==> config.mk <==
export PLATFORM = sky130hd
export DESIGN_NAME = atx_pll_reconfig_arb
export DESIGN_NICKNAME = d
export VERILOG_FILES = /design/src/rtl/atx_pll_reconfig_arb.sv
export SDC_FILE = /design/constraint.sdc
export NUM_CORES = 1
export LEC_CHECK = 0
export ABC_AREA = 1
export BUFFER_PORTS_ARGS = -buffer_cell sky130_fd_sc_hd__buf_2
export CORE_ASPECT_RATIO = 0.75
export CORE_MARGIN = 10
export CORE_UTILIZATION = 45
export DETAILED_ROUTE_END_ITERATION = 7
export GPL_ROUTABILITY_DRIVEN = 0
export HOLD_SLACK_MARGIN = 0.05
export PLACE_DENSITY_LB_ADDON = 0.15
export SKIP_CTS_REPAIR_TIMING = 1
export SLEW_MARGIN = 25
export SYNTH_ARGS = -nofsm -noshare
export SYNTH_HDL_FRONTEND = slang
export SYNTH_SLANG_ARGS = --single-unit
==> constraint.sdc <==
create_clock -name reconfig_clk -period 5 [get_ports reconfig_clk]
set_input_delay 0.25 -clock reconfig_clk [delete_from_list [all_inputs] [get_ports reconfig_clk]]
set_output_delay 0.25 -clock reconfig_clk [all_outputs]
set_load 0.005 [all_outputs]
==> src/rtl/atx_pll_reconfig_arb.sv <==
// Round-robin arbiter granting NUM_REQ requesters masked read-modify-write access to the ATX PLL reconfig AVMM port.
// Define ATX_RECONFIG_LOCK_WAIT_EN to hold completion until PLL calibration finishes and lock is regained.
module atx_pll_reconfig_arb #(
  parameter int NUM_REQ     = 2,
  parameter int ADDR_W      = 11,
  parameter int TIMEOUT_CYC = 1048576
) (
  input  logic                      reconfig_clk,
  input  logic                      reconfig_reset,
  input  logic [NUM_REQ-1:0]        req_valid,
  input  logic [NUM_REQ*ADDR_W-1:0] req_addr,
  input  logic [NUM_REQ*32-1:0]     req_mask,
  input  logic [NUM_REQ*32-1:0]     req_wdata,
  output logic [NUM_REQ-1:0]        req_done,
  output logic [NUM_REQ-1:0]        req_err,
  output logic [31:0]               rd_data,
  output logic                      reconfig_write,
  output logic                      reconfig_read,
  output logic [ADDR_W-1:0]         reconfig_address,
  output logic [31:0]               reconfig_writedata,
  input  logic [31:0]               reconfig_readdata,
  input  logic                      reconfig_waitrequest,
  input  logic                      pll_cal_busy,
  input  logic                      pll_locked,
  output logic                      busy
);

  localparam int          PTR_W   = (NUM_REQ > 1) ? $clog2(NUM_REQ) : 1;
  localparam logic [31:0] TO_LAST = 32'(TIMEOUT_CYC - 1);

  typedef enum logic [2:0] {
    S_IDLE,
    S_RD,
    S_WR,
    S_LOCK,
    S_DONE
  } state_t;

  state_t           state;
  logic [PTR_W-1:0] ptr;
  logic [PTR_W-1:0] grant;
  logic [PTR_W-1:0] pick;
  logic [PTR_W-1:0] cand;
  logic             pick_ok;
  logic [31:0]      mask_q;
  logic [31:0]      wdata_q;
  logic [31:0]      rd_q;

`ifdef ATX_RECONFIG_LOCK_WAIT_EN
  logic        cal_meta, cal_s;
  logic        lock_meta, lock_s;
  logic [31:0] lock_cnt;
  logic        armed;

  always_ff @(posedge reconfig_clk or posedge reconfig_reset) begin
    if (reconfig_reset) begin
      cal_meta  <= 1'b0;
      cal_s     <= 1'b0;
      lock_meta <= 1'b0;
      lock_s    <= 1'b0;
    end else begin
      cal_meta  <= pll_cal_busy;
      cal_s     <= cal_meta;
      lock_meta <= pll_locked;
      lock_s    <= lock_meta;
    end
  end
`else
  logic unused_ok;
  assign unused_ok = &{1'b0, pll_cal_busy, pll_locked, TO_LAST};
`endif

  // First valid requester at or after the pointer, wrapping.
  always_comb begin
    pick    = '0;
    pick_ok = 1'b0;
    cand    = '0;
    for (int unsigned i = 0; i < NUM_REQ; i++) begin
      cand = PTR_W'((32'(ptr) + i) % NUM_REQ);
      if (!pick_ok && req_valid[cand]) begin
        pick    = cand;
        pick_ok = 1'b1;
      end
    end
  end

  always_ff @(posedge reconfig_clk or posedge reconfig_reset) begin
    if (reconfig_reset) begin
      state              <= S_IDLE;
      ptr                <= '0;
      grant              <= '0;
      mask_q             <= '0;
      wdata_q            <= '0;
      rd_q               <= '0;
      req_done           <= '0;
      req_err            <= '0;
      rd_data            <= '0;
      reconfig_write     <= 1'b0;
      reconfig_read      <= 1'b0;
      reconfig_address   <= '0;
      reconfig_writedata <= '0;
      busy               <= 1'b0;
`ifdef ATX_RECONFIG_LOCK_WAIT_EN
      lock_cnt           <= '0;
      armed              <= 1'b0;
`endif
    end else begin
      req_done <= '0;
      req_err  <= '0;
      rd_data  <= '0;
      case (state)
        S_IDLE: begin
          if (pick_ok) begin
            grant            <= pick;
            reconfig_address <= req_addr[pick*ADDR_W +: ADDR_W];
            mask_q           <= req_mask[pick*32 +: 32];
            wdata_q          <= req_wdata[pick*32 +: 32];
            ptr              <= (pick == PTR_W'(NUM_REQ - 1)) ? '0 : pick + 1'b1;
            reconfig_read    <= 1'b1;
            busy             <= 1'b1;
            state            <= S_RD;
          end
        end
        S_RD: begin
          if (!reconfig_waitrequest) begin
            rd_q               <= reconfig_readdata;
            reconfig_writedata <= (reconfig_readdata & ~mask_q) | (wdata_q & mask_q);
            reconfig_read      <= 1'b0;
            reconfig_write     <= 1'b1;
            state              <= S_WR;
          end
        end
        S_WR: begin
          if (!reconfig_waitrequest) begin
            reconfig_write <= 1'b0;
            state          <= S_LOCK;
`ifdef ATX_RECONFIG_LOCK_WAIT_EN
            lock_cnt       <= '0;
            armed          <= 1'b0;
`endif
          end
        end
        S_LOCK: begin
`ifdef ATX_RECONFIG_LOCK_WAIT_EN
          // armed: calibration start was seen, or 16 cycles passed without it
          lock_cnt <= lock_cnt + 32'd1;
          if (lock_cnt == TO_LAST) begin
            req_done[grant] <= 1'b1;
            req_err[grant]  <= 1'b1;
            rd_data         <= rd_q;
            state           <= S_DONE;
          end else if (armed && !cal_s && lock_s) begin
            req_done[grant] <= 1'b1;
            rd_data         <= rd_q;
            state           <= S_DONE;
          end else if (!armed && (cal_s || lock_cnt == 32'd15)) begin
            armed <= 1'b1;
          end
`else
          req_done[grant] <= 1'b1;
          rd_data         <= rd_q;
          state           <= S_DONE;
`endif
        end
        S_DONE: begin
          busy  <= 1'b0;
          state <= S_IDLE;
        end
        default: begin
          reconfig_read  <= 1'b0;
          reconfig_write <= 1'b0;
          busy           <= 1'b0;
          state          <= S_IDLE;
        end
      endcase
    end
  end

endmodule

; Yosys cells after proc, flatten, opt, wreduce, memory -nomap -nowiden
; Index checks and enable logic that the tools add are counted.
[op_classes]
div = 0
muxes = 23
shifts = 3
n_eq_ne = 7
add_sub_neg = 2
reduce_logical = 13
n_bitwise = 8
mul = 1
n_lt_le_gt_ge = 4
[ops]
columns = op, n
row1 = $shiftx 64x7->32, 2
row2 = $and 32x32->32, 2
row3 = $mux 32, 1
row4 = $not 32->32, 1
row5 = $or 32x32->32, 1
row6 = $shiftx 22x6->11, 1
row7 = $mux 1, 13
row8 = $pmux 3 s4, 1
row9 = $mux 3, 3
row10 = $reduce_and 3->1, 3
row11 = $reduce_or 3->1, 3
row12 = $eq 3x2->1 const B, 2
row13 = $lt 1x2->1 const B, 3
row14 = $ne 2x2->1 const B, 3
row15 = $pmux 1 s3, 2
row16 = $reduce_and 2->1, 3
row17 = $mul 1x4->5 const B, 1
row18 = $not 1->1, 4
row19 = $eq 3x1->1 const B, 1
row20 = $eq 3x3->1 const B, 1
row21 = $logic_not 3->1, 1
row22 = $add 1x1->1 const B, 2
row23 = $logic_and 1x1->1, 2
row24 = $mux 2, 1
row25 = 4 further kinds, 4
[totals]
latch_bits = 0
out_inout_bits = 82
rom_bits = 0
reg_bits = 181
mem_count = 0
elab_cells = 74
mem_bits_rw = 0

; Longest topological paths before layout
; Gate-level depths: netlist (run 1).
[logic_depth]
ltp_word = 8
ltp_mapped = 8
mapped_depth_nobuf = 8

; Least setup slack after synthesis (run 1)
; Ideal clock, no wire load.
[synth_path]
path_kind = register -> register
startpoint = reg state[0]
endpoint = reg mask_q[0]
path_buffers = 2
setup_time_ns = 0.125
path_stages_with_launch = 9
t_required_ns = 4.875
t_arrival_ns = 1.242
path_slack_ns = 3.632
path_cell_list = dfrtp_1 > nor2_4 > nand2_1 > nor2_4 > inv_2 > buf_6 > buf_6 > nand2_1 > nand3_1
[synth_via]
elab_chain_cells = 2
[synth_lines]
columns = item, line_no
row1 = start: declaration, 39  ; state_t state;
row2 = start signal: assignment, 89  ; state <= S_IDLE;
row3 = start signal: assignment, 121  ; state <= S_RD;
row4 = start signal: assignment, 130  ; state <= S_WR;
row5 = $logic_not 3->1, 111  ; case (state)
row6 = $reduce_and 2->1 (no line), n/a
row7 = end signal: assignment, 116  ; mask_q <= req_mask[pick*32 +: 32];
row8 = end: declaration, 45  ; logic [31:0] mask_q;
; Every way passes these cells.
; A chain may end at the register's enable or synchronous reset.

; Final worst setup path (run 1)
[layout_path]
startpoint = reg state[0]
endpoint = reg mask_q[3]
; The elaborated chain is that of the path after synthesis.

==> out/results.md, run 1 <==
### Setup path
- required time at the worst-slack endpoint: 5.37 ns
- critical-path maximum fanout: 84
- critical path data arrival time: 2.84 ns
- number of buffer and inverter instances along the worst setup path: 2
- kind of launch point of the worst setup path: flop
- kind of end point of the critical path: flop
- Crit path max-delay family: buffers and inverters
- slack of the worst reg-to-reg path: 2.52 ns
- r2r endpoint: mask_q[3]$_DFFE_PP0P_
- instance count on the critical path: 7
- start point of the critical path: state[0]$_DFFE_PP0P_
- critical path class: flop to flop
- max incr delay on CP: 0.75 ns
- critical path's slowest cell: buf_4
- capture point of the worst path: mask_q[3]$_DFFE_PP0P_
- launching point of the worst reg2reg path: state[0]$_DFFE_PP0P_
- Worst Reg2Reg Path Length in Cells: 7
- cells along the critical path: nor2_4 -> nand2_1 -> nor2_4 -> buf_4 -> buf_4 -> nand4_1 -> nand3_1

### Power
- Cell Int Power: 3.50 mW
- switching power as a share of total power: 38.4%
- VDD IR max: 0.298 mV
- fraction of power consumed by the clock network: 23.4%
- Switching Power: 2.18 mW
- power share of the combinational group: 34.5%
- Flop pwr share: 42.1%
- power density over cell area: 570 nW/um^2
- static power due to leakage: 5.34 nW

### Yosys
- async set or reset register ratio after synthesis: 100%
- number of flip-flops and latches in the synthesized netlist: 181
- Post-Syn Instances: 917
- largest cells by area after synthesis: dfrtp_1 57%, nand2_1 12%, nand3_1 9.8%, nand4_1 5.9%, o21ai_0 3.9%
- number of unique standard cell types used by synthesis: 18
- yosys warns: 0
- dominant cell type by area after synthesis: dfrtp_1
- summed instance area of the synthesized netlist: 7890 sq um
- number of enable flip-flop cells after synthesis: 0
- fraction of post-synthesis cell area in the top cell type by area: 57.4%
- count leader, synth: nand2_1
- most instantiated cells after synthesis: 253 x nand2_1, 181 x dfrtp_1, 155 x nand3_1
- mean instance size in the synthesized netlist: 8.61 sq um
- dominant register cell in the synthesized netlist: dfrtp_1
- post-synthesis sequential area ratio: 57.4%

### Timing
- worst clock skew: 0.0136 ns
- total of endpoints with negative setup slack in the final report: 0
- period utilization: 49.6%
- post-layout minimum cycle time: 2.48 ns
- Fin. Hold Viols: 0
- aggregate negative setup slack: 0 ns
- Max transition margin: 38.8%
- final max-slew violation count: 0
- maximum clock rate: 404 MHz
- Slew @ Worst Pin: 0.918 ns
- unrepaired setup endpoints after global routing: false

### Placement
- Cells after DPL: 1362
- count of buffers from port buffering: 266
- half-perimeter wire length after detailed placement: 16000 um

### Floorplan
- height of the die: 135 um
- number of top-level design ports: 271
- Core ar.: 17000 sq um
- initial standard-cell utilization of the core: 46.3%
- Die Outline Area: 23300 sq um
- number of standard-cell rows in the floorplan: 41
- Die X-Extent: 173 um

### Clock network
- CTS root buffer: clkbuf_16
- clk sink count: 181
- source-to-sink clock delay at the later pin of the worst-skew pair: 0.43 ns
- buffer levels on the longest clock path: 2
- CTS H-Tree Depth: 4
- total CTS buffers: 17
- CTS tree: yes
- clock edge transition at the registers on the reported setup and hold paths: 0.07 ns

### Drt
- routed wire length: 23900 um
- antenna violation net count after detailed routing: 0
- drt pass-1 iters: 5
- DRC violation count after routing: 0
- wire length per cell: 17.0 um
- routed via count divided by cell count: 5.07
- overall via count from detail_route: 7140
- Detailed Route Iter0 Violations: 454

### GRT
- global-route congestion overflow total: 0
- global-route wire length before repair: 37600 um
- pin count of the biggest net entering global routing: 182
- antenna violations before repair: 8
- total routing resource utilization after global routing: 20.1%
- via count of the first global-routing pass: 6801

### Layout
- storage element area: 4530 sq um
- number of filler cells placed in the layout: 1607
- Area growth, synth to finish: 26.3%
- final std cells w/o fill: 1407
- number of nets in the layout: 1344
- share of cells above drive strength 1: 27.5%
- area taken by multi-input logic gates: 2740 sq um

### Run
- number of max-capacitance violations reported: 0

### Outcome
- outcome: complete, no violations

### Min path
- worst hold path class: input port to flop

## worst min path at each step
stage / start / endpoint / slack, ns / cells past startpoint
after floorplan: reconfig_readdata[10] / rd_q[10]$_DFFE_PP0P_ / 0.37 / 2
after detailed placement: grant$_DFFE_PP0P_ / req_done[0]$_DFF_PP0_ / 0.45 / 1
after global placement: grant$_DFFE_PP0P_ / req_done[0]$_DFF_PP0_ / 0.44 / 1
after global routing: reconfig_readdata[2] / rd_q[2]$_DFFE_PP0P_ / 0.06 / 3
after CTS: reconfig_readdata[23] / rd_q[23]$_DFFE_PP0P_ / 0.02 / 3
final: reconfig_readdata[27] / rd_q[27]$_DFFE_PP0P_ / 0.04 / 3
## routing by layer
layer / wire, um / global-route usage (%)
met2: 11000 / 31.3
met1: 10500 / 26.0
met3: 2000 / 7.24
met5: 75 / 0
met4: 308 / 5.64
## worst reg2reg max path, cell delays in order, from the launching register on
cell and delay [ns]:
dfrtp_1 0.44, nor2_4 0.16, nand2_1 0.10, nor2_4 0.10
buf_4 0.52, buf_4 0.76, nand4_1 0.21, nand3_1 0.12
## logic make-up (layout without fill, tap and decap cells)
group	after synthesis	after routing	share of synthesized area [%]
flops	181	181	57.4
simple gates	526	526	30.2
other cells	1	5	0.0475
compound gates	69	69	4.38
buf+inv	140	390	7.99
## power by group through the flow
stage / Clock, mW / Sequential [mW] / Combinational [mW]
6_report: 1.33 / 2.39 / 1.96
5_1_grt: 1.42 / 2.47 / 2.25
4_1_cts: 1.35 / 2.39 / 1.99
3_5_place_dp: 0 / 2.41 / 1.98
3_3_place_gp: 0 / 2.40 / 1.94
2_1_floorplan: 0 / 2.37 / 1.37
## flip-flops by register name, indices dropped and copies added, names as in the netlist
register,cells
mask_q,32
rd_data,32
rd_q,32
reconfig_writedata,32
wdata_q,32
reconfig_address,11
state,3
req_done,2
busy,1
grant,1
ptr,1
reconfig_read,1
reconfig_write,1
## layout make-up
cell class                      instances  area share (%)
Antenna cell                            3          0.0753
Clock buffer                           17            4.27
Clock inverter                         15            1.61
Inverter                               74            2.82
Multi-Input combinational cell        597            27.5
Sequential cell                       181            45.4
Tap cell                              236            2.96
Timing Repair Buffer                  284            15.4
## metrics by stage
step / hold WS (ns) / cell area, sq um / setup WS, ns / utilization [%] / power (mW)
3_5_place_dp: 0.448 / 9250 / 2.40 / 54.3 / 4.39
2_1_floorplan: 0.371 / 7900 / 2.43 / - / 3.74
4_1_cts: 0.0225 / 9840 / 2.42 / 57.8 / 5.73
6_report: 0.0399 / 9970 / 2.52 / 58.6 / 5.68
5_1_grt: 0.0599 / 9970 / 2.22 / 58.5 / 6.13
3_3_place_gp: 0.438 / 9250 / 2.41 / 54.3 / 4.34
## layout by cell type (no fill, tap or decap), drive strengths merged
master | netlist | routed
buf | 28 | 276
nand2 | 254 | 254
dfrtp | 181 | 181
nand3 | 155 | 155
inv | 74 | 81
nand4 | 75 | 75
o21ai | 69 | 69
nor2 | 42 | 42
clkbuf | 38 | 17
dlygate4sd3 | 0 | 8
clkinv | 0 | 5
diode | 0 | 3
clkinvlp | 0 | 2
conb | 1 | 2
bufinv | 0 | 1
Power figures use the tool's default switching activity.
==> run 2: changes to the inputs <==
==> constraint.sdc (replaced) <==
create_clock -name reconfig_clk -period 2.1 [get_ports reconfig_clk]
set_input_delay 0.105 -clock reconfig_clk [delete_from_list [all_inputs] [get_ports reconfig_clk]]
set_output_delay 0.105 -clock reconfig_clk [all_outputs]
set_load 0.005 [all_outputs]
==> out/results.md, run 2 (synthesis results as in run 1) <==
### Outcome
- outcome: complete, no violations

### Timing
- aggregate negative setup slack: 0 ns
- final max-slew violation count: 0
- Max transition margin: 48.8%
- period utilization: 83.6%
- Slew @ Worst Pin: 0.767 ns
- unrepaired setup endpoints after global routing: false
- worst clock skew: 0.0140 ns
- post-layout minimum cycle time: 1.75 ns
- Fin. Hold Viols: 0
- smallest hold slack: 0.160 ns
- total of endpoints with negative setup slack in the final report: 0
- maximum clock rate: 570 MHz

### Setup path
- launching point of the worst reg2reg path: state[0]$_DFFE_PP0P_
- critical path's slowest cell: dfrtp_1
- r2r endpoint: wdata_q[23]$_DFFE_PP0P_
- instance count on the critical path: 6
- capture point of the worst path: wdata_q[23]$_DFFE_PP0P_
- slack of the worst reg-to-reg path: 0.35 ns
- required time at the worst-slack endpoint: 2.46 ns
- cells along the critical path: nor2_4 -> nand2_1 -> nor2_4 -> buf_12 -> nand3_1 -> nand3_1
- kind of launch point of the worst setup path: flop
- critical path class: flop to flop
- critical-path maximum fanout: 126
- Worst Reg2Reg Path Length in Cells: 6
- Crit path max-delay family: simple AND/OR/NAND/NOR gates
- start point of the critical path: state[0]$_DFFE_PP0P_
- kind of end point of the critical path: flop
- number of buffer and inverter instances along the worst setup path: 1
- max incr delay on CP: 0.44 ns
- critical path data arrival time: 2.12 ns

### Clock network
- CTS H-Tree Depth: 4
- CTS root buffer: clkbuf_16
- CTS tree: yes
- total CTS buffers: 17
- clock edge transition at the registers on the reported setup and hold paths: 0.07 ns
- buffer levels on the longest clock path: 2
- clk sink count: 181
- source-to-sink clock delay at the later pin of the worst-skew pair: 0.43 ns

### Drt
- routed via count divided by cell count: 5.18
- antenna violation net count after detailed routing: 0
- wire length per cell: 17.8 um
- drt pass-1 iters: 5
- overall via count from detail_route: 8257
- Detailed Route Iter0 Violations: 650
- DRC violation count after routing: 0
- routed wire length: 28300 um

### GRT
- total routing resource utilization after global routing: 20.6%
- via count of the first global-routing pass: 7012
- global-route congestion overflow total: 0
- pin count of the biggest net entering global routing: 127
- antenna violations before repair: 6
- global-route wire length before repair: 38500 um

### Floorplan
- number of top-level design ports: 271
- Die Outline Area: 23300 sq um
- number of standard-cell rows in the floorplan: 41
- Die X-Extent: 173 um
- initial standard-cell utilization of the core: 46.3%
- Core ar.: 17000 sq um
- height of the die: 135 um

### Layout
- share of cells above drive strength 1: 24.1%
- Area growth, synth to finish: 49.9%
- number of filler cells placed in the layout: 1322
- number of nets in the layout: 1528
- commonest cells after routing, fill and taps aside: 266 x buf_2, 251 x nand2_1, 184 x dlygate4sd3_1
- leading cell type in the layout, fill and taps excluded: buf_2

### Power
- power density over cell area: 1200 nW/um^2
- static power due to leakage: 6.11 nW
- overall power of the completed layout: 14.2 mW
- VDD IR max: 0.824 mV

### Placement
- count of buffers from port buffering: 266
- half-perimeter wire length after detailed placement: 17000 um

### Run
- number of max-capacitance violations reported: 0

### Min path
- worst hold path class: input port to flop

run 2: cell type report:
class | count | area (sq um) | share of cell area, %
sequential | 181 | 4530 | 38.3
timing repair buffer | 468 | 3370 | 28.5
multi-input combinational | 597 | 2740 | 23.2
clock buffer | 21 | 450 | 3.81
tap | 236 | 295 | 2.50
inverter | 74 | 282 | 2.38
clock inverter | 11 | 150 | 1.27
antenna | 6 | 15.0 | 0.127
run 2: routing by layer:
layer	vias to the layer above	wire length, um	part of all wire [%]	track usage, %
met1	3890	11800	42	26.4
li1	3872	-	-	-
met2	434	13400	47	32.7
met4	0	726	2.6	5.16
met5	-	0	0	0
met3	61	2410	8.5	7.52
run 2: report_power, final:
group	leakage, nW	switching (mW)	internal, mW	total (mW)
sequential	2.29	0.778	4.95	5.73
combinational	3.54	3.16	1.97	5.14
clock	0.276	1.37	1.91	3.28
run 2: per-stage QoR:
stage	worst slack, ns	util [%]	area [sq um]	std cells
final	0.345	69.5	11800	1594
after global routing	0.212	69.5	11800	1594
after CTS	0.463	58.6	9980	1404
after detailed placement	0.475	55.1	9380	1372
after global placement	0.512	55.1	9380	1372
after floorplan	-0.328	-	7900	918
run 2: worst min path at each step:
stage	start	to	slack, ns	cells past startpoint
after global routing	req_valid[1]	state[0]$_DFFE_PP0P_	0.21	5
final	req_valid[1]	state[0]$_DFFE_PP0P_	0.16	5
after CTS	reconfig_reset	reconfig_writedata[5]$_DFFE_PP0P_	-0.26	2
after global placement	reconfig_reset	reconfig_writedata[5]$_DFFE_PP0P_	0.19	2
after floorplan	reconfig_readdata[10]	rd_q[10]$_DFFE_PP0P_	0.23	2
after detailed placement	reconfig_reset	reconfig_writedata[5]$_DFFE_PP0P_	0.19	2
run 2: tightest hold or removal path, cell delays in order:
cell	delay [ns]
buf_2	0.09
nor2_1	0.07
nand3_1	0.15
nand3_1	0.09
nand2_1	0.06
==> run 3: changes to the inputs <==
==> constraint.sdc (replaced) <==
create_clock -name reconfig_clk -period 1.4 [get_ports reconfig_clk]
set_input_delay 0.07 -clock reconfig_clk [delete_from_list [all_inputs] [get_ports reconfig_clk]]
set_output_delay 0.07 -clock reconfig_clk [all_outputs]
set_load 0.005 [all_outputs]
==> out/results.md, run 3 (synthesis results as in run 1) <==
### GRT
- via count of the first global-routing pass: 7269
- antenna violations before repair: 6
- pin count of the biggest net entering global routing: 77
- global-route congestion overflow total: 0
- total routing resource utilization after global routing: 21.1%
- global-route wire length before repair: 39600 um

### Placement
- Cells after DPL: 1386
- placed standard-cell area: 9640 sq um
- count of buffers from port buffering: 266
- half-perimeter wire length after detailed placement: 17800 um
- post-placement setup slack: -0.0892 ns

### Run
- number of max-capacitance violations reported: 0

### Clock network
- CTS tree: yes
- source-to-sink clock delay at the later pin of the worst-skew pair: 0.43 ns
- clock edge transition at the registers on the reported setup and hold paths: 0.07 ns
- buffer levels on the longest clock path: 2
- total CTS buffers: 17
- CTS root buffer: clkbuf_16
- clk sink count: 181
- CTS H-Tree Depth: 4

### Setup path
- Crit path max-delay family: simple AND/OR/NAND/NOR gates
- number of buffer and inverter instances along the worst setup path: 2
- critical path class: flop to flop
- Worst Reg2Reg Path Length in Cells: 7
- cells along the critical path: nor2_4 -> nand2_2 -> nor2_4 -> buf_12 -> clkbuf_16 -> nand4_1 -> nand3_1
- max incr delay on CP: 0.44 ns
- kind of launch point of the worst setup path: flop
- kind of end point of the critical path: flop
- r2r endpoint: wdata_q[28]$_DFFE_PP0P_
- required time at the worst-slack endpoint: 1.76 ns
- slack of the worst reg-to-reg path: -0.11 ns
- critical path's slowest cell: dfrtp_2
- most used cell, CP: nor2_4
- critical path data arrival time: 1.87 ns
- critical-path maximum fanout: 19
- launching point of the worst reg2reg path: state[0]$_DFFE_PP0P_

### Drt
- routed via count divided by cell count: 5.42
- Detailed Route Iter0 Violations: 879
- overall via count from detail_route: 8826
- drt pass-1 iters: 6
- wire length per cell: 19.6 um
- DRC violation count after routing: 0
- routed wire length: 31900 um
- antenna violation net count after detailed routing: 0

### Layout
- Layout Utilization: 74.6%
- number of nets in the layout: 1563
- leading cell type in the layout, fill and taps excluded: buf_2
- share of cells above drive strength 1: 28.7%
- final std cells w/o fill: 1629
- commonest cells after routing, fill and taps aside: 266 x buf_2, 235 x nand2_1, 184 x dlygate4sd3_1
- Area growth, synth to finish: 60.9%
- post-route standard cell area excluding fillers: 12700 sq um

### Timing
- period utilization: 108%
- post-layout minimum cycle time: 1.51 ns
- maximum clock rate: 663 MHz
- total of endpoints with negative setup slack in the final report: 69
- worst clock skew: 0.0109 ns
- final max-slew violation count: 0
- least setup slack across all paths after layout: -0.109 ns
- unrepaired setup endpoints after global routing: true
- Fin. Hold Viols: 0

### Power
- VDD IR max: 0.966 mV
- static power due to leakage: 6.52 nW
- overall power of the completed layout: 23.7 mW
- Switching Power: 9.28 mW
- power share of the combinational group: 43.5%
- Flop pwr share: 36.6%
- power density over cell area: 1860 nW/um^2
- switching power as a share of total power: 39.2%
- Cell Int Power: 14.4 mW
- fraction of power consumed by the clock network: 19.9%

### Floorplan
- Core ar.: 17000 sq um
- height of the die: 135 um
- Die Outline Area: 23300 sq um
- initial standard-cell utilization of the core: 46.3%
- number of standard-cell rows in the floorplan: 41
- number of top-level design ports: 271
- Die X-Extent: 173 um

### Min path
- worst hold path class: input port to asynchronous set/reset pin

### Outcome
- violations in the final reports: negative setup slack
- outcome: finished, violations left

[run 3: cell count changes in the layout (fill, tap and decap cells not counted), moves of 9 or more]
| cell | before | now |
|---|---|---|
| clkbuf_16 | 17 | 28 |
| o21ai_0 | 62 | 47 |
| nand2_2 | 3 | 15 |
| nand2_1 | 251 | 235 |
| buf_12 | 5 | 20 |
| o21ai_2 | 0 | 9 |
[run 3: worst max-delay path by stage]
stage | slack [ns] | startpoint | cells after the start | endpoint
3_5_place_dp | -0.09 | state[0]$_DFFE_PP0P_ | 6 | wdata_q[13]$_DFFE_PP0P_
5_1_grt | -0.16 | state[0]$_DFFE_PP0P_ | 7 | wdata_q[28]$_DFFE_PP0P_
6_report | -0.11 | state[0]$_DFFE_PP0P_ | 7 | wdata_q[28]$_DFFE_PP0P_
4_1_cts | -0.11 | state[0]$_DFFE_PP0P_ | 6 | wdata_q[13]$_DFFE_PP0P_
3_3_place_gp | -0.03 | state[0]$_DFFE_PP0P_ | 6 | wdata_q[5]$_DFFE_PP0P_
2_1_floorplan | -0.99 | reconfig_reset | 1 | busy$_DFFE_PP0P_
[run 3: routing by layer]
metal,vias up,share of wire [%],global-route usage [%]
met4,0,2.7,5.97
met5,-,0,0
met2,584,46,31.7
met1,4195,41,28.2
met3,92,10,7.35
li1,3955,-,-
[run 3: final cells by class]
class,count,area [sq um]
Fill cell,1207,4330
Multi-Input combinational cell,597,2870
Sequential cell,181,4530
Timing Repair Buffer,503,4120
Clock inverter,14,134
Inverter,74,294
Tap cell,236,295
Clock buffer,18,439
Antenna cell,6,15.0
[run 3: tightest hold or removal path, delay by kind of cell]
| kind | cells | cell delay, ns |
|---|---|---|
| buf+inv | 3 | 0.86 |
[run 3: power groups by stage]
stage,clock network (mW),logic [mW],registers [mW]
after floorplan,0,4.89,8.47
after global placement,0,7.48,8.61
after detailed placement,0,7.68,8.63
after CTS,4.75,7.70,8.57
after global routing,4.98,11.2,8.88
final,4.71,10.3,8.66
[run 3: metrics by stage]
step,hold slack [ns],setup TNS (ns)
2_1_floorplan,0.191,-179.66
3_3_place_gp,0.0235,-0.290
3_5_place_dp,0.0257,-3.08
4_1_cts,-0.439,-4.68
5_1_grt,0.133,-9.74
6_report,0.124,-1.96
